`src/rtl/network_tx_frame_hcp_pkg.sv`:
```
// hcp_tx_pkg: shared types and constants for the HCP transmit framer.
//   tx_state_e    framer FSM states
//   fifo_entry_t  FIFO entry {sof, eof, data[7:0]}
//   PREAMBLE_BYTE, SFD_BYTE, ERR_BYTE  fixed line bytes
package hcp_tx_pkg;

  typedef enum logic [2:0] {
    StIdle,
    StPre,
    StSfd,
    StData,
    StIfg
  } tx_state_e;

  localparam logic [7:0] PREAMBLE_BYTE = 8'h55;
  localparam logic [7:0] SFD_BYTE      = 8'hD5;
  localparam logic [7:0] ERR_BYTE      = 8'h00;

  typedef struct packed {
    logic       sof;
    logic       eof;
    logic [7:0] data;
  } fifo_entry_t;

  localparam int unsigned EntryW = $bits(fifo_entry_t);

endpackage

```
`src/rtl/network_tx_frame_hcp_fifo.sv`:
```
// hcp_sync_fifo: synchronous show-ahead FIFO. The head entry is always visible on
// 'head' while 'empty' is low; 'pop' consumes it. A push while full is accepted
// when a pop happens in the same cycle.
// Ports:
//   clk, rst    clock, synchronous active-high reset
//   push        write push_data (ignored when full without a concurrent pop)
//   push_data   entry to write
//   pop         consume the head entry (ignored when empty)
//   head        current head entry
//   full, empty occupancy flags
module hcp_sync_fifo #(
  parameter int unsigned Width = 10,
  parameter int unsigned AddrW = 5
) (
  input  logic             clk,
  input  logic             rst,
  input  logic             push,
  input  logic [Width-1:0] push_data,
  input  logic             pop,
  output logic [Width-1:0] head,
  output logic             full,
  output logic             empty
);

  localparam int unsigned Depth = 1 << AddrW;

  logic [Width-1:0] mem_q [Depth];
  logic [AddrW-1:0] wr_ptr_q, rd_ptr_q;
  logic [AddrW:0]   count_q;
  logic             do_push, do_pop;

  assign empty   = (count_q == '0);
  assign full    = (count_q == (AddrW + 1)'(Depth));
  assign do_pop  = pop && !empty;
  assign do_push = push && (!full || do_pop);
  assign head    = mem_q[rd_ptr_q];

  always_ff @(posedge clk) begin
    if (rst) begin
      wr_ptr_q <= '0;
      rd_ptr_q <= '0;
      count_q  <= '0;
    end else begin
      if (do_push) wr_ptr_q <= wr_ptr_q + 1'b1;
      if (do_pop)  rd_ptr_q <= rd_ptr_q + 1'b1;
      count_q <= count_q + {{AddrW{1'b0}}, do_push} - {{AddrW{1'b0}}, do_pop};
    end
  end

  always_ff @(posedge clk) begin
    if (do_push) mem_q[wr_ptr_q] <= push_data;
  end

endmodule

```
`src/rtl/network_tx_frame_hcp.sv`:
```
// network_tx_frame_hcp: HCP egress transmit framer. Delimits the 9-bit input byte
// stream into frames, buffers them in a FIFO and emits preamble, SFD, data and a
// programmable inter-frame gap on a GMII-style byte interface.
// Ports:
//   i_clk, i_rst            clock, synchronous active-high reset
//   iv_pkt_data[8:0]        [8]=sof on first byte, [7:0]=byte
//   i_pkt_data_wr           input byte valid
//   ov_txd, o_tx_en, o_tx_er registered line outputs
//   o_busy                  framer not idle
//   o_fifo_overflow_pulse   one pulse at the start of each dropped burst
//   ov_frame_cnt, ov_ts_cnt, ov_err_cnt  statistics (need HCP_TX_STAT_EN, else 0)
// Build option: define HCP_TX_STAT_EN to compile in the statistics counters.
module network_tx_frame_hcp
  import hcp_tx_pkg::*;
#(
  parameter int unsigned FIFO_AW      = 5,
  parameter int unsigned PREAMBLE_LEN = 7,
  parameter int unsigned IFG_CYCLES   = 12,
  parameter int unsigned CNT_W        = 16,
  parameter logic [2:0]  TS_TYPE_MAX  = 3'h2
) (
  input  logic             i_clk,
  input  logic             i_rst,
  input  logic [8:0]       iv_pkt_data,
  input  logic             i_pkt_data_wr,
  output logic [7:0]       ov_txd,
  output logic             o_tx_en,
  output logic             o_tx_er,
  output logic             o_busy,
  output logic             o_fifo_overflow_pulse,
  output logic [CNT_W-1:0] ov_frame_cnt,
  output logic [CNT_W-1:0] ov_ts_cnt,
  output logic [CNT_W-1:0] ov_err_cnt
);

  // Input delimiter: a byte is pushed one cycle late, once the following cycle
  // shows whether it was the last byte of its frame.
  logic        hold_valid_q;
  logic [8:0]  hold_q;
  logic        drop_q, drop_d;
  logic        ovf_q, ovf_d;
  logic        push, pop;
  fifo_entry_t push_entry, head;
  logic        full, empty;

  tx_state_e   state_q, state_d;
  logic [7:0]  cnt_q, cnt_d;
  logic [7:0]  txd_q, txd_d;
  logic        en_q, en_d, er_q, er_d, busy_q;
  logic        frame_done, frame_abort, first_pop;

  hcp_sync_fifo #(
    .Width (EntryW),
    .AddrW (FIFO_AW)
  ) u_fifo (
    .clk       (i_clk),
    .rst       (i_rst),
    .push      (push),
    .push_data (push_entry),
    .pop       (pop),
    .head      (head),
    .full      (full),
    .empty     (empty)
  );

  always_comb begin
    push_entry.sof  = hold_q[8];
    push_entry.eof  = !i_pkt_data_wr || iv_pkt_data[8];
    push_entry.data = hold_q[7:0];
    push            = 1'b0;
    drop_d          = drop_q;
    ovf_d           = 1'b0;
    // In drop mode only a new sof may leave it.
    if (hold_valid_q && !(drop_q && !hold_q[8])) begin
      if (full && !pop) begin
        ovf_d  = 1'b1;
        drop_d = 1'b1;
      end else begin
        push   = 1'b1;
        drop_d = 1'b0;
      end
    end
  end

  // Next-state and next-output: state_q names what is on the line this cycle.
  always_comb begin
    state_d     = state_q;
    cnt_d       = cnt_q;
    txd_d       = 8'h00;
    en_d        = 1'b0;
    er_d        = 1'b0;
    pop         = 1'b0;
    frame_done  = 1'b0;
    frame_abort = 1'b0;
    first_pop   = 1'b0;
    unique case (state_q)
      StIdle: begin
        if (!empty) begin
          if (head.sof) begin
            state_d = StPre;
            txd_d   = PREAMBLE_BYTE;
            en_d    = 1'b1;
            cnt_d   = 8'd1;
          end else begin
            pop = 1'b1;  // orphan byte with no frame start
          end
        end
      end
      StPre: begin
        en_d = 1'b1;
        if (cnt_q >= 8'(PREAMBLE_LEN)) begin
          state_d = StSfd;
          txd_d   = SFD_BYTE;
        end else begin
          txd_d = PREAMBLE_BYTE;
          cnt_d = cnt_q + 8'd1;
        end
      end
      StSfd, StData: begin
        en_d = 1'b1;
        // The head is the frame's own sof byte only right after SFD.
        if (empty || (state_q == StData && head.sof)) begin
          txd_d       = ERR_BYTE;
          er_d        = 1'b1;
          state_d     = StIfg;
          cnt_d       = 8'd0;
          frame_abort = 1'b1;
        end else begin
          pop       = 1'b1;
          first_pop = (state_q == StSfd);
          txd_d     = head.data;
          state_d   = StData;
          if (head.eof) begin
            state_d    = StIfg;
            cnt_d      = 8'd0;
            frame_done = 1'b1;
          end
        end
      end
      StIfg: begin
        if (cnt_q >= 8'(IFG_CYCLES - 1)) begin
          state_d = StIdle;
        end else begin
          cnt_d = cnt_q + 8'd1;
        end
      end
      default: state_d = StIdle;
    endcase
  end

  always_ff @(posedge i_clk) begin
    if (i_rst) begin
      hold_valid_q <= 1'b0;
      hold_q       <= '0;
      drop_q       <= 1'b0;
      ovf_q        <= 1'b0;
      state_q      <= StIdle;
      cnt_q        <= '0;
      txd_q        <= '0;
      en_q         <= 1'b0;
      er_q         <= 1'b0;
      busy_q       <= 1'b0;
    end else begin
      hold_valid_q <= i_pkt_data_wr;
      hold_q       <= iv_pkt_data;
      drop_q       <= drop_d;
      ovf_q        <= ovf_d;
      state_q      <= state_d;
      cnt_q        <= cnt_d;
      txd_q        <= txd_d;
      en_q         <= en_d;
      er_q         <= er_d;
      busy_q       <= (state_d != StIdle);
    end
  end

  assign ov_txd                = txd_q;
  assign o_tx_en               = en_q;
  assign o_tx_er               = er_q;
  assign o_busy                = busy_q;
  assign o_fifo_overflow_pulse = ovf_q;

`ifdef HCP_TX_STAT_EN
  logic [CNT_W-1:0] frame_cnt_q, ts_cnt_q, err_cnt_q;
  logic             ts_flag_q, ts_first, ts_hit;

  assign ts_first = (head.data[7:5] <= TS_TYPE_MAX);
  // A one-byte frame completes on its first pop, before ts_flag_q is loaded.
  assign ts_hit   = first_pop ? ts_first : ts_flag_q;

  always_ff @(posedge i_clk) begin
    if (i_rst) begin
      frame_cnt_q <= '0;
      ts_cnt_q    <= '0;
      err_cnt_q   <= '0;
      ts_flag_q   <= 1'b0;
    end else begin
      if (first_pop)            ts_flag_q   <= ts_first;
      if (frame_done)           frame_cnt_q <= frame_cnt_q + 1'b1;
      if (frame_done && ts_hit) ts_cnt_q    <= ts_cnt_q + 1'b1;
      if (frame_abort)          err_cnt_q   <= err_cnt_q + 1'b1;
    end
  end

  assign ov_frame_cnt = frame_cnt_q;
  assign ov_ts_cnt    = ts_cnt_q;
  assign ov_err_cnt   = err_cnt_q;
`else
  logic unused_stat;
  assign unused_stat  = ^{frame_done, frame_abort, first_pop, TS_TYPE_MAX};
  assign ov_frame_cnt = '0;
  assign ov_ts_cnt    = '0;
  assign ov_err_cnt   = '0;
`endif

endmodule

```
`config.mk`:
```
export PLATFORM = sky130hd
export DESIGN_NAME = network_tx_frame_hcp
export DESIGN_NICKNAME = d
export VERILOG_FILES = /design/src/rtl/network_tx_frame_hcp_pkg.sv /design/src/rtl/network_tx_frame_hcp_fifo.sv /design/src/rtl/network_tx_frame_hcp.sv
export SDC_FILE = /design/constraint.sdc
export NUM_CORES = 1
export LEC_CHECK = 0
export ABC_AREA = 1
export BUFFER_PORTS_ARGS = -buffer_cell sky130_fd_sc_hd__buf_4
export CORE_ASPECT_RATIO = 2
export CORE_MARGIN = 1.5
export CORE_UTILIZATION = 55
export DETAILED_ROUTE_END_ITERATION = 8
export HOLD_SLACK_MARGIN = 0.12
export PLACE_DENSITY = 0.75
export SLEW_MARGIN = 20
export SYNTH_ARGS = -nofsm -noshare
export SYNTH_HDL_FRONTEND = slang
export SYNTH_SLANG_ARGS = --single-unit
```
`constraint.sdc`:
```
create_clock -name i_clk -period 2.55 [get_ports i_clk]
set_input_delay 0.255 -clock i_clk [delete_from_list [all_inputs] [get_ports i_clk]]
set_output_delay 0.255 -clock i_clk [all_outputs]
set_load 0.1 [all_outputs]
```
# After elaboration in Yosys (flattened, before gate mapping)
# Memory sizes are Yosys's and may differ from the RTL's. A register that Yosys moved wholly into a read port is not among the register bits.
# Index checks and enable logic that the tools add are counted.
dict set report totals {
  reg_bits 50
  ramBits 320
  inputBits 12
  out_inout_bits 60
  elab_cells 91
  mem_count 1
}
dict set report classes {
  n_addsub 5
  magnitude_cmp 2
  n_eq_ne 10
  muxes 34
  bitwise 2
  n_reduce_logical 24
}
# name depth width read_ports rd_ports_with_merged_regs wr line
set mem_list {}
lappend mem_list {u_fifo.mem_q 32 10 1 1 1 network_tx_frame_hcp_fifo.sv:27} ;# logic [Width-1:0] mem_q [Depth];
# operator n
set op_table {}
lappend op_table {{2-to-1 mux 8 bit} 8}
lappend op_table {{case mux 8 bit (4 select lines)} 1}
lappend op_table {{case mux 8 bit (3 select lines)} 1}
lappend op_table {{2-to-1 mux 3 bit} 6}
lappend op_table {{2-to-1 mux 7 bit} 2}
lappend op_table {{case mux 3 bit (4 select lines)} 1}
lappend op_table {{2-to-1 mux 1 bit} 11}
lappend op_table {{adder 5 x 1 -> 5 bit (second input constant)} 2}
lappend op_table {{2-to-1 mux 5 bit} 2}
lappend op_table {{adder 8 x 1 -> 8 bit (second input constant)} 1}
lappend op_table {{greater-or-equal comparator 8 x 3 -> 1 bit (second input constant)} 1}
lappend op_table {{greater-or-equal comparator 8 x 4 -> 1 bit (second input constant)} 1}
lappend op_table {{!= test 2 bit (second input constant)} 4}
lappend op_table {{adder 6 x 1 -> 6 bit} 1}
lappend op_table {{equality test 3 x 2 -> 1 bit (second input constant)} 2}
lappend op_table {{equality test 6 bit (second input constant)} 1}
lappend op_table {{logical AND 1 bit} 6}
lappend op_table {{logical NOT 1 bit} 6}
lappend op_table {{logical NOT 6 bit} 1}
lappend op_table {{AND reduction 6 bit} 1}
lappend op_table {{OR reduction 2 bit} 3}
lappend op_table {{subtractor 6 x 1 -> 6 bit} 1}
lappend op_table {{case mux 1 bit (2 select lines)} 2}
lappend op_table {{nonzero test 4 bit} 1}
lappend op_table {{other kinds (8)} 11}

# Logic depth before layout (Yosys ltp)
dict set report depth {
  depth_word 12
  depth_mapped 24
}

# Cells and area by module
# Synthesis repeated with hierarchy kept, for this count alone.
dict set report unflattened {
  cells_unflattened 1472
  area_unflattened_um2 15803.9
}
# mod n_inst cells_each area_each_um2
set by_module_without_submodules {}
lappend by_module_without_submodules {hcp_sync_fifo 1 1257 14167.3}
lappend by_module_without_submodules {network_tx_frame_hcp 1 215 1636.6}

# Worst setup path after synthesis
# No wires, ideal clock.
dict set report synth_path {
  kind {register to register}
  start {reg (tool-made name)}
  end {reg u_fifo.count_q[4]}
  arrival_ns 2.696
  t_required_ns 2.480
  path_slack_ns -0.216
  stages_incl_launch_ff 24
  n_path_buf 2
  cell_sequence {dfxtp_1 -> buf_6 -> inv_6 -> buf_6 -> nand2_1 -> nand3_1 -> nand3_1 -> nand2_1 -> nand2_1 -> nand3_2 -> nand3_2 -> nand3_2 -> nand2_2 -> ha_1 -> inv_1 -> ha_1 -> fa_1 -> nand2_1 -> inv_1 -> nor2_1 -> nor2_1 -> nor2_1 -> o21ai_0 -> a21oi_1}
}
# element line
set synth_lines {}
lappend synth_lines {{to (signal assigned)} network_tx_frame_hcp_fifo.sv:46} ;# count_q <= count_q + {{AddrW{1'b0}}, do_push} - {{AddrW{1'b0}}, do_pop};
lappend synth_lines {{to (decl)} network_tx_frame_hcp_fifo.sv:29} ;# logic [AddrW:0] count_q;

==> impl_metrics.toml <==
[outcome]
status = "complete, but fails checks"
violations = "setup timing"

[worst_setup_path]
crit_path_end_kind = "register"
start_kind = "register"
crit_arrival_ns = 3.24
critPathMaxFanout = 22
required_ns = 3.00
path_class = "register to register"

[timing]
final.period_utilization_pct = 109
slew_headroom_pct = 59.8
worst_slew_pin_slew_ns = 0.604
finalClockSkew_ns = 0.00965
setup_ws_ns = -0.239
slew_violations = 0
final_hold_viol_count = 0
period_minus_slack_ns = 2.79
tns_ns = -0.534
setup_viol = 25
clock.fmax_mhz = 359
fin_hold_ws_ns = 0.139
rsz0062_at_grt = "true"

[die]
initial_core_util_pct = 56.1
die_area_mm2 = 0.0298
placementRows = 87
die_h_um = 243
io_pins = 72
coreArea_mm2 = 0.0282
die_w_um = 123

[synthesis]
yosysWarnings = 0
synthMuxAreaShare_pct = 0
synth_top_family_by_area = "simple AND/OR/NAND/NOR gates"
synth-seq-area-share_pct = 67.7
syn_area_mm2 = 0.0158
yosysUniqueCellTypes = 42
synth_compound_area_share_pct = 5.02
synth_fa_ha_area_share_pct = 1.31
avgSynthCellArea_um2 = 11.2
synth-xor-area-share_pct = 0.0554
ys_ff_latch = 375
syn-instance-count = 1414
yosys.area_share.simple_pct = 18.8

[route]
drt-pass1-iter-count = 5
drtAntennaViolNets = 0
wl_per_cell_um = 20.8
routed_via_density = 5.79
drt_iter0_drc = 1160
drcViolationCount = 0
routed_wl_mm = 39.4
vias = 10963

[placed_design]
dpl.hpwl_mm = 24.4
portBuffers = 23
gp_congestion = 0.927
place_ws_ns = -0.168
placed_cell_area_mm2 = 0.0166

[clock_network]
clk_latency_ns = 0.52
cts.path.max_buffers = 3
cts-buffers-inserted = 34
clkTransAtPathRegs_ns = 0.07
htreeDepth = 2
cts_sinks = 375
cts_tree = "built"
cts-root-buf = "clkbuf_16"

[final_layout]
final_cell_mix = "nand2_1, edfxtp_1, nand3_1, buf_4"
finish.instance_area_mm2 = 0.0181
insertedDiodeCount = 0
layout_commonest_cell = "nand2_1"
nets = 1541
drive_gt1_share_pct = 14.7
fill_cells = 2026
area_growth_pct = 14.7

[power]
total_power_uw = 18600
powerDensity_mw_per_mm2 = 1030
vdd_drop_max_uv = 865
p_leak_uw = 0.00692

[grt]
track_usage_pct = 26.6
grt_pass1_wl_mm = 59.7
grt_max_degree = 48
antenna_found_initial = 0
first_global_vias = 11016
grt-ovfl-total = 0

[min_path]
hold_path.class = "input pin to register"

[flow_run]
cap_violations = 0
## Yosys cell counts, drive strengths merged
| cell | count | area, um^2 |
|---|---|---|
| a21oi | 74 | 374 |
| a221oi | 2 | 17.5 |
| a22oi | 11 | 82.6 |
| a31oi | 13 | 81.3 |
| a32o | 5 | 50.1 |
| and2 | 1 | 6.26 |
| and3 | 1 | 6.26 |
| buf | 105 | 777 |
| clkbuf | 14 | 52.6 |
| conb | 1 | 3.75 |
| dfxtp | 55 | 1100 |
| edfxtp | 320 | 9610 |
| fa | 1 | 20.0 |
| ha | 15 | 188 |
| inv | 74 | 285 |
| nand2 | 394 | 1510 |
| nand3 | 187 | 986 |
| nand3b | 1 | 7.51 |
| nand4 | 7 | 50.1 |
| nor2 | 93 | 349 |
| nor3 | 7 | 35.0 |
| nor4 | 3 | 18.8 |
| o211ai | 5 | 47.5 |
| o21ai | 16 | 80.1 |
| o311ai | 7 | 61.3 |
| or2 | 1 | 6.26 |
| xnor2 | 1 | 8.76 |
## metrics by stage
stage | utilization, % | cells
CTS | 63.6 | 1890
global placement | 58.9 | 1818
global route | 64.4 | 1895
finish | 64.4 | 1895
floorplan | - | 1461
detailed placement | 58.9 | 1818
## registers in the layout, summed over array words and instances, names as in the netlist, named ones only
register               count
drop_q                     1
state_q                    3
o_tx_er                    1
u_fifo.wr_ptr_q            5
hold_valid_q               1
o_fifo_overflow_pulse      1
o_tx_en                    1
u_fifo.count_q             6
u_fifo.rd_ptr_q            5
cnt_q                      8
u_fifo.mem_q             320
o_busy                     1
hold_q                     9
ov_txd                     8
## cell families (layout without fill, tap and decap cells)
family,after synthesis,count (layout)
other,1,48
DFF,375,375
and+or+nand+nor,695,695
buffers and inverters,193,271
xor gates and xnor gates,1,1
AOI/OAI and AO/OA,133,133
adders and majority gates,16,16
## power by group
| part | leakage (uW) | internal (uW) | switching (uW) | total, uW |
|---|---|---|---|---|
| Clock | 0.000569 | 3070 | 2220 | 5290 |
| Sequential | 0.00337 | 6850 | 127 | 6980 |
| Combinational | 0.00299 | 1900 | 4470 | 6370 |
## critical path, cell delays in order (launching register included)
cell     delay, ns
dfxtp_4       0.39
inv_8         0.13
nand2_1       0.10
nand3_1       0.08
nand3_1       0.08
nand2_1       0.07
nand2_1       0.09
nand3_4       0.13
nand3_4       0.09
nand3_4       0.09
nand2_4       0.07
ha_4          0.25
inv_1         0.03
ha_2          0.19
fa_2          0.35
nand2_1       0.08
inv_1         0.05
nor2_1        0.09
nor2_1        0.04
nor2_1        0.11
o21ai_1       0.07
a21oi_1       0.14
## metal layers
metal	global-route usage [%]	routed length, um	up-vias
li1	-	-	4991
met1	30.1	13400	5244
met4	14.9	2300	0
met2	47.5	21300	603
met5	0	0	-
met3	3.20	2420	125
## repair_timing
action                                  4_1_cts  5_1_grt
setup buffers                                 0        0
endpoints found under the hold margin        10        0
endpoints found under the setup margin       55      333
hold buffers                                 10        0
gates resized for setup                      17       59
pin swaps                                     2        1
cloned                                        0        5
## cell type report
cell class	count	area, um^2	share of cell area (%)
sequential	375	10700	59.1
multi-input combinational	893	4340	23.9
timing repair buffer	135	1190	6.55
clock buffer	42	945	5.21
tap	356	445	2.46
inverter	74	290	1.60
clock inverter	20	219	1.21
## final timing paths
kind,start,end,slack (ns),depth (start not counted)
worst max-delay path,register,u_fifo.count_q[4],-0.24,21
worst min-delay path,i_rst,cnt_q[6],0.14,2
worst max register to register,register,u_fifo.count_q[4],-0.24,21
worst min register to register,cnt_q[6],cnt_q[6],0.44,2
(Power assumes the default switching activity.)
